--- src/rtl/ps2_host_tx_if.sv ---
// Command/status bundle between a host controller and the PS/2 transmitter.
interface ps2_host_tx_if;
  logic       i_tx_start;
  logic [7:0] i_tx_data;
  logic       o_busy;
  logic       o_done;
  logic       o_ack_err;
  logic       o_timeout_err;

  modport master (
    output i_tx_start, i_tx_data,
    input  o_busy, o_done, o_ack_err, o_timeout_err
  );

  modport slave (
    input  i_tx_start, i_tx_data,
    output o_busy, o_done, o_ack_err, o_timeout_err
  );
endinterface

--- src/rtl/ps2_host_tx.sv ---
// PS/2 host-to-device byte transmitter: inhibit, request-to-send, bit shifting on
// device clock falling edges, ACK check and start/frame watchdogs.
//
// state       | meaning
// S_IDLE      | lines released, waiting for tx_start
// S_INHIBIT   | clock held low for INHIBIT_CYCLES
// S_RTS       | clock and data (start bit) held low for RTS_CYCLES
// S_SEND      | clock released, one bit presented per device falling edge
// S_WAIT_IDLE | ACK captured, waiting for both lines high
module ps2_host_tx #(
  parameter int INHIBIT_CYCLES = 10000,
  parameter int RTS_CYCLES     = 200,
  parameter int START_TIMEOUT  = 1500000,
  parameter int FRAME_TIMEOUT  = 200000,
  parameter int FILTER_LEN     = 8
) (
  input  logic         clk,
  input  logic         rst_n,
  ps2_host_tx_if.slave bus,
  input  logic         i_ps2_clk_in,
  input  logic         i_ps2_data_in,
  output logic         o_ps2_clk_oe,
  output logic         o_ps2_data_oe
);

  localparam int MAX_AB  = (INHIBIT_CYCLES > RTS_CYCLES) ? INHIBIT_CYCLES : RTS_CYCLES;
  localparam int MAX_CD  = (START_TIMEOUT > FRAME_TIMEOUT) ? START_TIMEOUT : FRAME_TIMEOUT;
  localparam int MAX_ALL = (MAX_AB > MAX_CD) ? MAX_AB : MAX_CD;
  localparam int CW      = $clog2(MAX_ALL + 1);
  localparam int FW      = (FILTER_LEN > 1) ? $clog2(FILTER_LEN) : 1;

  localparam logic [CW-1:0] INH_LD = CW'(INHIBIT_CYCLES - 1);
  localparam logic [CW-1:0] RTS_LD = CW'(RTS_CYCLES - 1);
  localparam logic [CW-1:0] STO_LD = CW'(START_TIMEOUT - 1);
  localparam logic [CW-1:0] FTO_LD = CW'(FRAME_TIMEOUT - 1);
  localparam logic [FW-1:0] FLT_TC = FW'(FILTER_LEN - 1);

  typedef enum logic [2:0] {
    S_IDLE, S_INHIBIT, S_RTS, S_SEND, S_WAIT_IDLE
  } state_t;

  logic          r_clk_s1, r_clk_s2, r_dat_s1, r_dat_s2;
  logic          r_clk_f, r_clk_fd, r_dat_f;
  logic [FW-1:0] r_clk_cnt, r_dat_cnt;
  logic          w_fe;

  state_t        r_state, w_state_nxt;
  logic [CW-1:0] r_tmr, w_tmr_nxt;
  logic [CW-1:0] r_to, w_to_nxt;
  logic [3:0]    r_n, w_n_nxt, w_n_inc;
  logic [7:0]    r_byte, w_byte_nxt;
  logic          r_par, w_par_nxt;
  logic          r_ack, w_ack_nxt;
  logic          r_clk_oe, w_clk_oe_nxt;
  logic          r_data_oe, w_data_oe_nxt;
  logic          r_busy, w_busy_nxt;
  logic          r_done, w_done_nxt;
  logic          r_ack_err, w_ack_err_nxt;
  logic          r_to_err, w_to_err_nxt;

  always_ff @(posedge clk or negedge rst_n) begin
    if (!rst_n) begin
      r_clk_s1 <= 1'b1;
      r_clk_s2 <= 1'b1;
      r_dat_s1 <= 1'b1;
      r_dat_s2 <= 1'b1;
    end else begin
      r_clk_s1 <= i_ps2_clk_in;
      r_clk_s2 <= r_clk_s1;
      r_dat_s1 <= i_ps2_data_in;
      r_dat_s2 <= r_dat_s1;
    end
  end

  // A new level is adopted only after FILTER_LEN consecutive samples disagree.
  always_ff @(posedge clk or negedge rst_n) begin
    if (!rst_n) begin
      r_clk_f   <= 1'b1;
      r_clk_fd  <= 1'b1;
      r_clk_cnt <= '0;
    end else begin
      r_clk_fd <= r_clk_f;
      if (r_clk_s2 == r_clk_f) begin
        r_clk_cnt <= '0;
      end else if (r_clk_cnt == FLT_TC) begin
        r_clk_f   <= r_clk_s2;
        r_clk_cnt <= '0;
      end else begin
        r_clk_cnt <= r_clk_cnt + 1'b1;
      end
    end
  end

  always_ff @(posedge clk or negedge rst_n) begin
    if (!rst_n) begin
      r_dat_f   <= 1'b1;
      r_dat_cnt <= '0;
    end else begin
      if (r_dat_s2 == r_dat_f) begin
        r_dat_cnt <= '0;
      end else if (r_dat_cnt == FLT_TC) begin
        r_dat_f   <= r_dat_s2;
        r_dat_cnt <= '0;
      end else begin
        r_dat_cnt <= r_dat_cnt + 1'b1;
      end
    end
  end

  assign w_fe    = r_clk_fd & ~r_clk_f;
  assign w_n_inc = r_n + 4'd1;

  always_ff @(posedge clk or negedge rst_n) begin
    if (!rst_n) begin
      r_state   <= S_IDLE;
      r_tmr     <= '0;
      r_to      <= '0;
      r_n       <= '0;
      r_byte    <= '0;
      r_par     <= 1'b0;
      r_ack     <= 1'b0;
      r_clk_oe  <= 1'b0;
      r_data_oe <= 1'b0;
      r_busy    <= 1'b0;
      r_done    <= 1'b0;
      r_ack_err <= 1'b0;
      r_to_err  <= 1'b0;
    end else begin
      r_state   <= w_state_nxt;
      r_tmr     <= w_tmr_nxt;
      r_to      <= w_to_nxt;
      r_n       <= w_n_nxt;
      r_byte    <= w_byte_nxt;
      r_par     <= w_par_nxt;
      r_ack     <= w_ack_nxt;
      r_clk_oe  <= w_clk_oe_nxt;
      r_data_oe <= w_data_oe_nxt;
      r_busy    <= w_busy_nxt;
      r_done    <= w_done_nxt;
      r_ack_err <= w_ack_err_nxt;
      r_to_err  <= w_to_err_nxt;
    end
  end

  // Outputs are registered from the next state so done/ack_err coincide with busy falling.
  always_comb begin
    w_state_nxt   = r_state;
    w_tmr_nxt     = r_tmr;
    w_to_nxt      = r_to;
    w_n_nxt       = r_n;
    w_byte_nxt    = r_byte;
    w_par_nxt     = r_par;
    w_ack_nxt     = r_ack;
    w_clk_oe_nxt  = 1'b0;
    w_data_oe_nxt = 1'b0;
    w_busy_nxt    = 1'b1;
    w_done_nxt    = 1'b0;
    w_ack_err_nxt = 1'b0;
    w_to_err_nxt  = 1'b0;
    case (r_state)
      S_IDLE: begin
        w_busy_nxt = 1'b0;
        if (bus.i_tx_start) begin
          w_byte_nxt   = bus.i_tx_data;
          w_par_nxt    = ~^bus.i_tx_data;
          w_tmr_nxt    = INH_LD;
          w_state_nxt  = S_INHIBIT;
          w_busy_nxt   = 1'b1;
          w_clk_oe_nxt = 1'b1;
        end
      end
      S_INHIBIT: begin
        w_clk_oe_nxt = 1'b1;
        if (r_tmr == '0) begin
          w_tmr_nxt     = RTS_LD;
          w_state_nxt   = S_RTS;
          w_data_oe_nxt = 1'b1;
        end else begin
          w_tmr_nxt = r_tmr - 1'b1;
        end
      end
      S_RTS: begin
        w_clk_oe_nxt  = 1'b1;
        w_data_oe_nxt = 1'b1;
        if (r_tmr == '0) begin
          w_clk_oe_nxt = 1'b0;
          w_n_nxt      = '0;
          w_to_nxt     = STO_LD;
          w_state_nxt  = S_SEND;
        end else begin
          w_tmr_nxt = r_tmr - 1'b1;
        end
      end
      S_SEND: begin
        w_data_oe_nxt = r_data_oe;
        if (r_to == '0) begin
          w_to_err_nxt  = 1'b1;
          w_data_oe_nxt = 1'b0;
          w_busy_nxt    = 1'b0;
          w_state_nxt   = S_IDLE;
        end else begin
          w_to_nxt = r_to - 1'b1;
          if (w_fe) begin
            w_n_nxt = w_n_inc;
            if (r_n == 4'd0) w_to_nxt = FTO_LD;
            if (w_n_inc <= 4'd8) begin
              w_data_oe_nxt = ~r_byte[r_n[2:0]];
            end else if (w_n_inc == 4'd9) begin
              w_data_oe_nxt = ~r_par;
            end else if (w_n_inc == 4'd10) begin
              w_data_oe_nxt = 1'b0;
            end else begin
              w_data_oe_nxt = 1'b0;
              w_ack_nxt     = r_dat_f;
              w_state_nxt   = S_WAIT_IDLE;
            end
          end
        end
      end
      S_WAIT_IDLE: begin
        if (r_to == '0) begin
          w_to_err_nxt = 1'b1;
          w_busy_nxt   = 1'b0;
          w_state_nxt  = S_IDLE;
        end else begin
          w_to_nxt = r_to - 1'b1;
          if (r_clk_f && r_dat_f) begin
            w_busy_nxt    = 1'b0;
            w_state_nxt   = S_IDLE;
            w_done_nxt    = ~r_ack;
            w_ack_err_nxt = r_ack;
          end
        end
      end
      default: begin
        w_busy_nxt  = 1'b0;
        w_state_nxt = S_IDLE;
      end
    endcase
  end

  assign o_ps2_clk_oe      = r_clk_oe;
  assign o_ps2_data_oe     = r_data_oe;
  assign bus.o_busy        = r_busy;
  assign bus.o_done        = r_done;
  assign bus.o_ack_err     = r_ack_err;
  assign bus.o_timeout_err = r_to_err;

endmodule
--- src/flat_wrapper.sv ---
// flat-port wrapper written by rule: the top's interface ports become plain ports
module ps2_host_tx_flat 
#(
  parameter int INHIBIT_CYCLES = 10000,
  parameter int RTS_CYCLES     = 200,
  parameter int START_TIMEOUT  = 1500000,
  parameter int FRAME_TIMEOUT  = 200000,
  parameter int FILTER_LEN     = 8
)
  (clk, rst_n, i_ps2_clk_in, i_ps2_data_in, o_ps2_clk_oe, o_ps2_data_oe, bus_i_tx_start, bus_i_tx_data, bus_o_busy, bus_o_done, bus_o_ack_err, bus_o_timeout_err);
  ps2_host_tx_if bus_i ();
  input  logic clk;
  input  logic rst_n;
  input  logic i_ps2_clk_in;
  input  logic i_ps2_data_in;
  output logic o_ps2_clk_oe;
  output logic o_ps2_data_oe;
  input wire logic [$bits(bus_i.i_tx_start)-1:0] bus_i_tx_start;
  input wire logic [$bits(bus_i.i_tx_data)-1:0] bus_i_tx_data;
  output wire logic [$bits(bus_i.o_busy)-1:0] bus_o_busy;
  output wire logic [$bits(bus_i.o_done)-1:0] bus_o_done;
  output wire logic [$bits(bus_i.o_ack_err)-1:0] bus_o_ack_err;
  output wire logic [$bits(bus_i.o_timeout_err)-1:0] bus_o_timeout_err;
  assign bus_i.i_tx_start = bus_i_tx_start;
  assign bus_i.i_tx_data = bus_i_tx_data;
  assign bus_o_busy = bus_i.o_busy;
  assign bus_o_done = bus_i.o_done;
  assign bus_o_ack_err = bus_i.o_ack_err;
  assign bus_o_timeout_err = bus_i.o_timeout_err;
  ps2_host_tx #(.INHIBIT_CYCLES(INHIBIT_CYCLES), .RTS_CYCLES(RTS_CYCLES), .START_TIMEOUT(START_TIMEOUT), .FRAME_TIMEOUT(FRAME_TIMEOUT), .FILTER_LEN(FILTER_LEN)) u_core (.clk(clk), .rst_n(rst_n), .bus(bus_i), .i_ps2_clk_in(i_ps2_clk_in), .i_ps2_data_in(i_ps2_data_in), .o_ps2_clk_oe(o_ps2_clk_oe), .o_ps2_data_oe(o_ps2_data_oe));
endmodule
--- config.mk ---
export PLATFORM = sky130hd
export DESIGN_NAME = ps2_host_tx_flat
export DESIGN_NICKNAME = d
export VERILOG_FILES = /design/src/rtl/ps2_host_tx_if.sv /design/src/rtl/ps2_host_tx.sv /design/src/flat_wrapper.sv
export SDC_FILE = /design/constraint.sdc
export NUM_CORES = 1
export LEC_CHECK = 0
export BUFFER_PORTS_ARGS = -buffer_cell sky130_fd_sc_hd__buf_2
export CAP_MARGIN = 25
export CORE_MARGIN = 3
export CORE_UTILIZATION = 57
export CTS_CLUSTER_SIZE = 16
export DETAILED_ROUTE_END_ITERATION = 12
export GPL_ROUTABILITY_DRIVEN = 0
export PLACE_DENSITY = 0.71
export SETUP_SLACK_MARGIN = 0.15
export SLEW_MARGIN = 20
export SYNTH_ARGS = -nofsm -noshare
export SYNTH_HDL_FRONTEND = slang
export SYNTH_SLANG_ARGS = --single-unit
--- constraint.sdc ---
create_clock -name clk -period 3.1 [get_ports clk]
set_clock_uncertainty 0.05 [all_clocks]
set_input_delay 0.62 -clock clk [delete_from_list [all_inputs] [get_ports clk]]
set_output_delay 0.62 -clock clk [all_outputs]
set_load 0.01 [all_outputs]
==> impl_metrics.env <==
export IMPL_outcome="finished, final reports clean"
export IMPL_cts_hold_buf=0
export IMPL_yosysTopAreaCell="dfrtp_1"
export IMPL_ys_async_sr_fraction=1.000
export IMPL_antennaDiodeCount=0
export IMPL_preCtsSetupSlack_ns=0.4975
export IMPL_r2r_cells=8
export IMPL_stdcell_count=580
export IMPL_fin_ws_ns=0.4775
export IMPL_final_nets=500
export IMPL_grt_use_total=0.2311
export IMPL_drv_slew=0
export IMPL_initialDrtViolationCount=181
export IMPL_first_global_vias=3374
export IMPL_max_freq_mhz=381.3
export IMPL_clock_sinks=78
export IMPL_drc=0
export IMPL_fp_dieW_um=93.18
export IMPL_synthTopCellsByCount="dfrtp_1 (71), nor2_1 (57), o21ai_0 (38)"
export IMPL_cts_made_buffers=9
export IMPL_yosys_top_cells_area="dfrtp_1 (41%), nor2_1 (4.9%), o21ai_0 (4.4%)"
export IMPL_wl_per_cell_um=16.16
export IMPL_crit_path_max_incr_delay_ns=0.48
export IMPL_grt_max_degree=79
export IMPL_setup_violations=0
export IMPL_grt_overflow=0
export IMPL_cp_required_ns=3.29
export IMPL_end_kind="flip-flop"
export IMPL_worstMarginPinSlew_ns=0.7258
export IMPL_post_cts_repair_setup_buffers=0
export IMPL_via_per_inst=6.074
export IMPL_yosys_most_used_dff="dfrtp_1"
export IMPL_yosysTopAreaCellShare=0.4102
export IMPL_drive_above_1_share=0.1726
export IMPL_ios=19
export IMPL_reg2reg_from="u_core.r_to[0]$_DFFE_PN0P_"
export IMPL_arrival_ns=2.82
export IMPL_io_buffers=18
export IMPL_area_growth_syn_to_layout_pct=10.05
export IMPL_grt_pass1_wl_um=16090
export IMPL_path_class="flip-flop to flip-flop"
export IMPL_initial_core_util=0.5909
export IMPL_yosysUniqueCellTypes=70
export IMPL_crit_slowest_cell="or4b_1"
export IMPL_dp_cells=563
export IMPL_min_path_type="input port to async pin"
export IMPL_rows=31
export IMPL_cp_startpoint="u_core.r_to[0]$_DFFE_PN0P_"
export IMPL_insertion_delay_ns=0.36
export IMPL_clockBufferDepth=2
export IMPL_ctsResizeCount=0
export IMPL_regToRegSetupSlack_ns=0.48
export IMPL_core_um2=7331
export IMPL_p_leak_nw=2.057
export IMPL_cts_tree="yes"
export IMPL_syn_area_um2=4332
export IMPL_first_pass_iters=4
export IMPL_synth_seq_cells=78
export IMPL_wl_um=9371
export IMPL_dieArea_um2=8682
export IMPL_synthCells=455
export IMPL_fin_crit_sh=0.8460
export IMPL_syn_nets=479
export IMPL_post_route_min_period_ns=2.623
export IMPL_htree_levels=3
export IMPL_clk_pin_slew_ns=0.10
export IMPL_die_h_um=93.18
export IMPL_antenna_found_initial=0
export IMPL_yosys_warnings=0
export IMPL_crit_path_start_kind="flip-flop"
export IMPL_synth_edf_count=0
export IMPL_ir_drop_mv=0.3408
export IMPL_dp_hpwl_um=6430
export IMPL_ys_seq_area_frac=0.4526
export IMPL_hold_violations=0
export IMPL_ant_nets=0
export IMPL_crit_chain="inv_1 -> ha_1 -> or4b_1 -> nor4_1 -> and2_1 -> nor3b_2 -> o21ai_0 -> a22o_1"
export IMPL_root_buffer="clkbuf_8"
export IMPL_avgSynthCellArea_um2=9.520
export IMPL_maxSlewHeadroom=0.5161
export IMPL_critical_path_peak_fanout=7
export IMPL_tns_ns=0
export IMPL_cap_violations=0
export IMPL_via_count=3523
export IMPL_power_density_nw_per_um2=442.2
export IMPL_synth_most_common_cell="dfrtp_1"
export IMPL_grt_setup_unrepaired="false"
export IMPL_r2r_end="u_core.r_to[18]$_DFFE_PN0P_"
[power breakdown]
group	total, mW	switching, mW	internal [mW]
registers	1.14	0.0469	1.09
clock network	0.782	0.404	0.378
logic	0.187	0.0947	0.0922
total	2.11	0.545	1.56
[critical path, delay by kind of cell (launching register included)]
kind                     cells  cell delay [ns]
buffers and inverters        1             0.10
AND/OR/NAND/NOR              4             1.47
adder cells (fa/ha/maj)      1             0.19
AO/OA/AOI/OAI                2             0.30
flip-flops                   1             0.42
[metal layers]
metal  GRT usage  wire length (um)
met5           0                 0
met4     0.08303               142
met3     0.03540               351
met2      0.3707              4433
met1      0.3193              4444
[layout make-up]
type                            count  area, um2
Fill cell                         580       2564
Multi-Input combinational cell    347       2247
Sequential cell                    78       1961
Timing Repair Buffer               28      187.7
Clock buffer                       10      127.6
Tap cell                           99      123.9
Clock inverter                      6      72.57
Inverter                           12      47.55
[cell families (layout without fill, tap and decap cells)]
logic type / Yosys count / in the layout / synth area share
compound gates: 121 / 121 / 0.1779
xor+xnor: 21 / 21 / 0.04246
flops: 78 / 78 / 0.4526
buf+inv: 30 / 56 / 0.03004
fa+ha+maj: 11 / 11 / 0.03177
simple gates: 177 / 177 / 0.2164
mux: 17 / 17 / 0.04882
[layout by cell type, fill, tap and decap left out, types with 7 or more instances in the layout]
cell type and n:
a21oi_1 29, buf_4 10, ha_1 11, nor2_1 57, nand2_1 32, nand3_1 8
clkbuf_8 9, xnor2_1 15, a31oi_1 10, nor2b_1 7, inv_1 11, o21ai_0 38
nor4_1 8, dfstp_2 7, nor3_1 16, dfrtp_1 71, buf_2 17, mux2_2 13
or3_1 7
[through the flow]
step	hold WS, ns	util	area [um2]	total power [mW]
6_report	0.1173	0.6503	4767	2.108
5_1_grt	0.1322	0.6503	4767	2.201
4_1_cts	0.3012	0.6465	4740	2.116
3_5_place_dp	0.2975	0.6192	4539	1.344
3_3_place_gp	0.2978	0.6192	4539	1.332
2_1_floorplan	0.2744	-	4332	1.267
[state kept, by name (all words and copies together) (netlist names)]
name	flops
u_core.r_dat_f	1
u_core.r_dat_s2	1
u_core.r_dat_s1	1
u_core.o_ps2_clk_oe	1
u_core.r_dat_cnt	3
u_core.r_clk_f	1
u_core.r_clk_s1	1
u_core.r_par	1
u_core.bus.o_done	1
u_core.r_tmr	21
u_core.r_to	21
u_core.r_state	3
u_core.bus.o_timeout_err	1
u_core.bus.o_busy	1
u_core.r_clk_cnt	3
u_core.r_n	4
u_core.r_clk_fd	1
u_core.r_clk_s2	1
u_core.r_ack	1
u_core.r_byte	8
u_core.bus.o_ack_err	1
u_core.o_ps2_data_oe	1
[worst max-delay path by stage]
stage | to | slack [ns]
2_1_floorplan | u_core.r_to[18]$_DFFE_PN0P_ | 0.72
3_3_place_gp | u_core.r_to[5]$_DFFE_PN0P_ | 0.49
3_5_place_dp | u_core.r_to[18]$_DFFE_PN0P_ | 0.50
4_1_cts | u_core.r_to[10]$_DFFE_PN0P_ | 0.49
5_1_grt | u_core.r_to[18]$_DFFE_PN0P_ | 0.24
6_report | u_core.r_to[18]$_DFFE_PN0P_ | 0.48
Note: power is estimated with default switching activity, not from simulation.
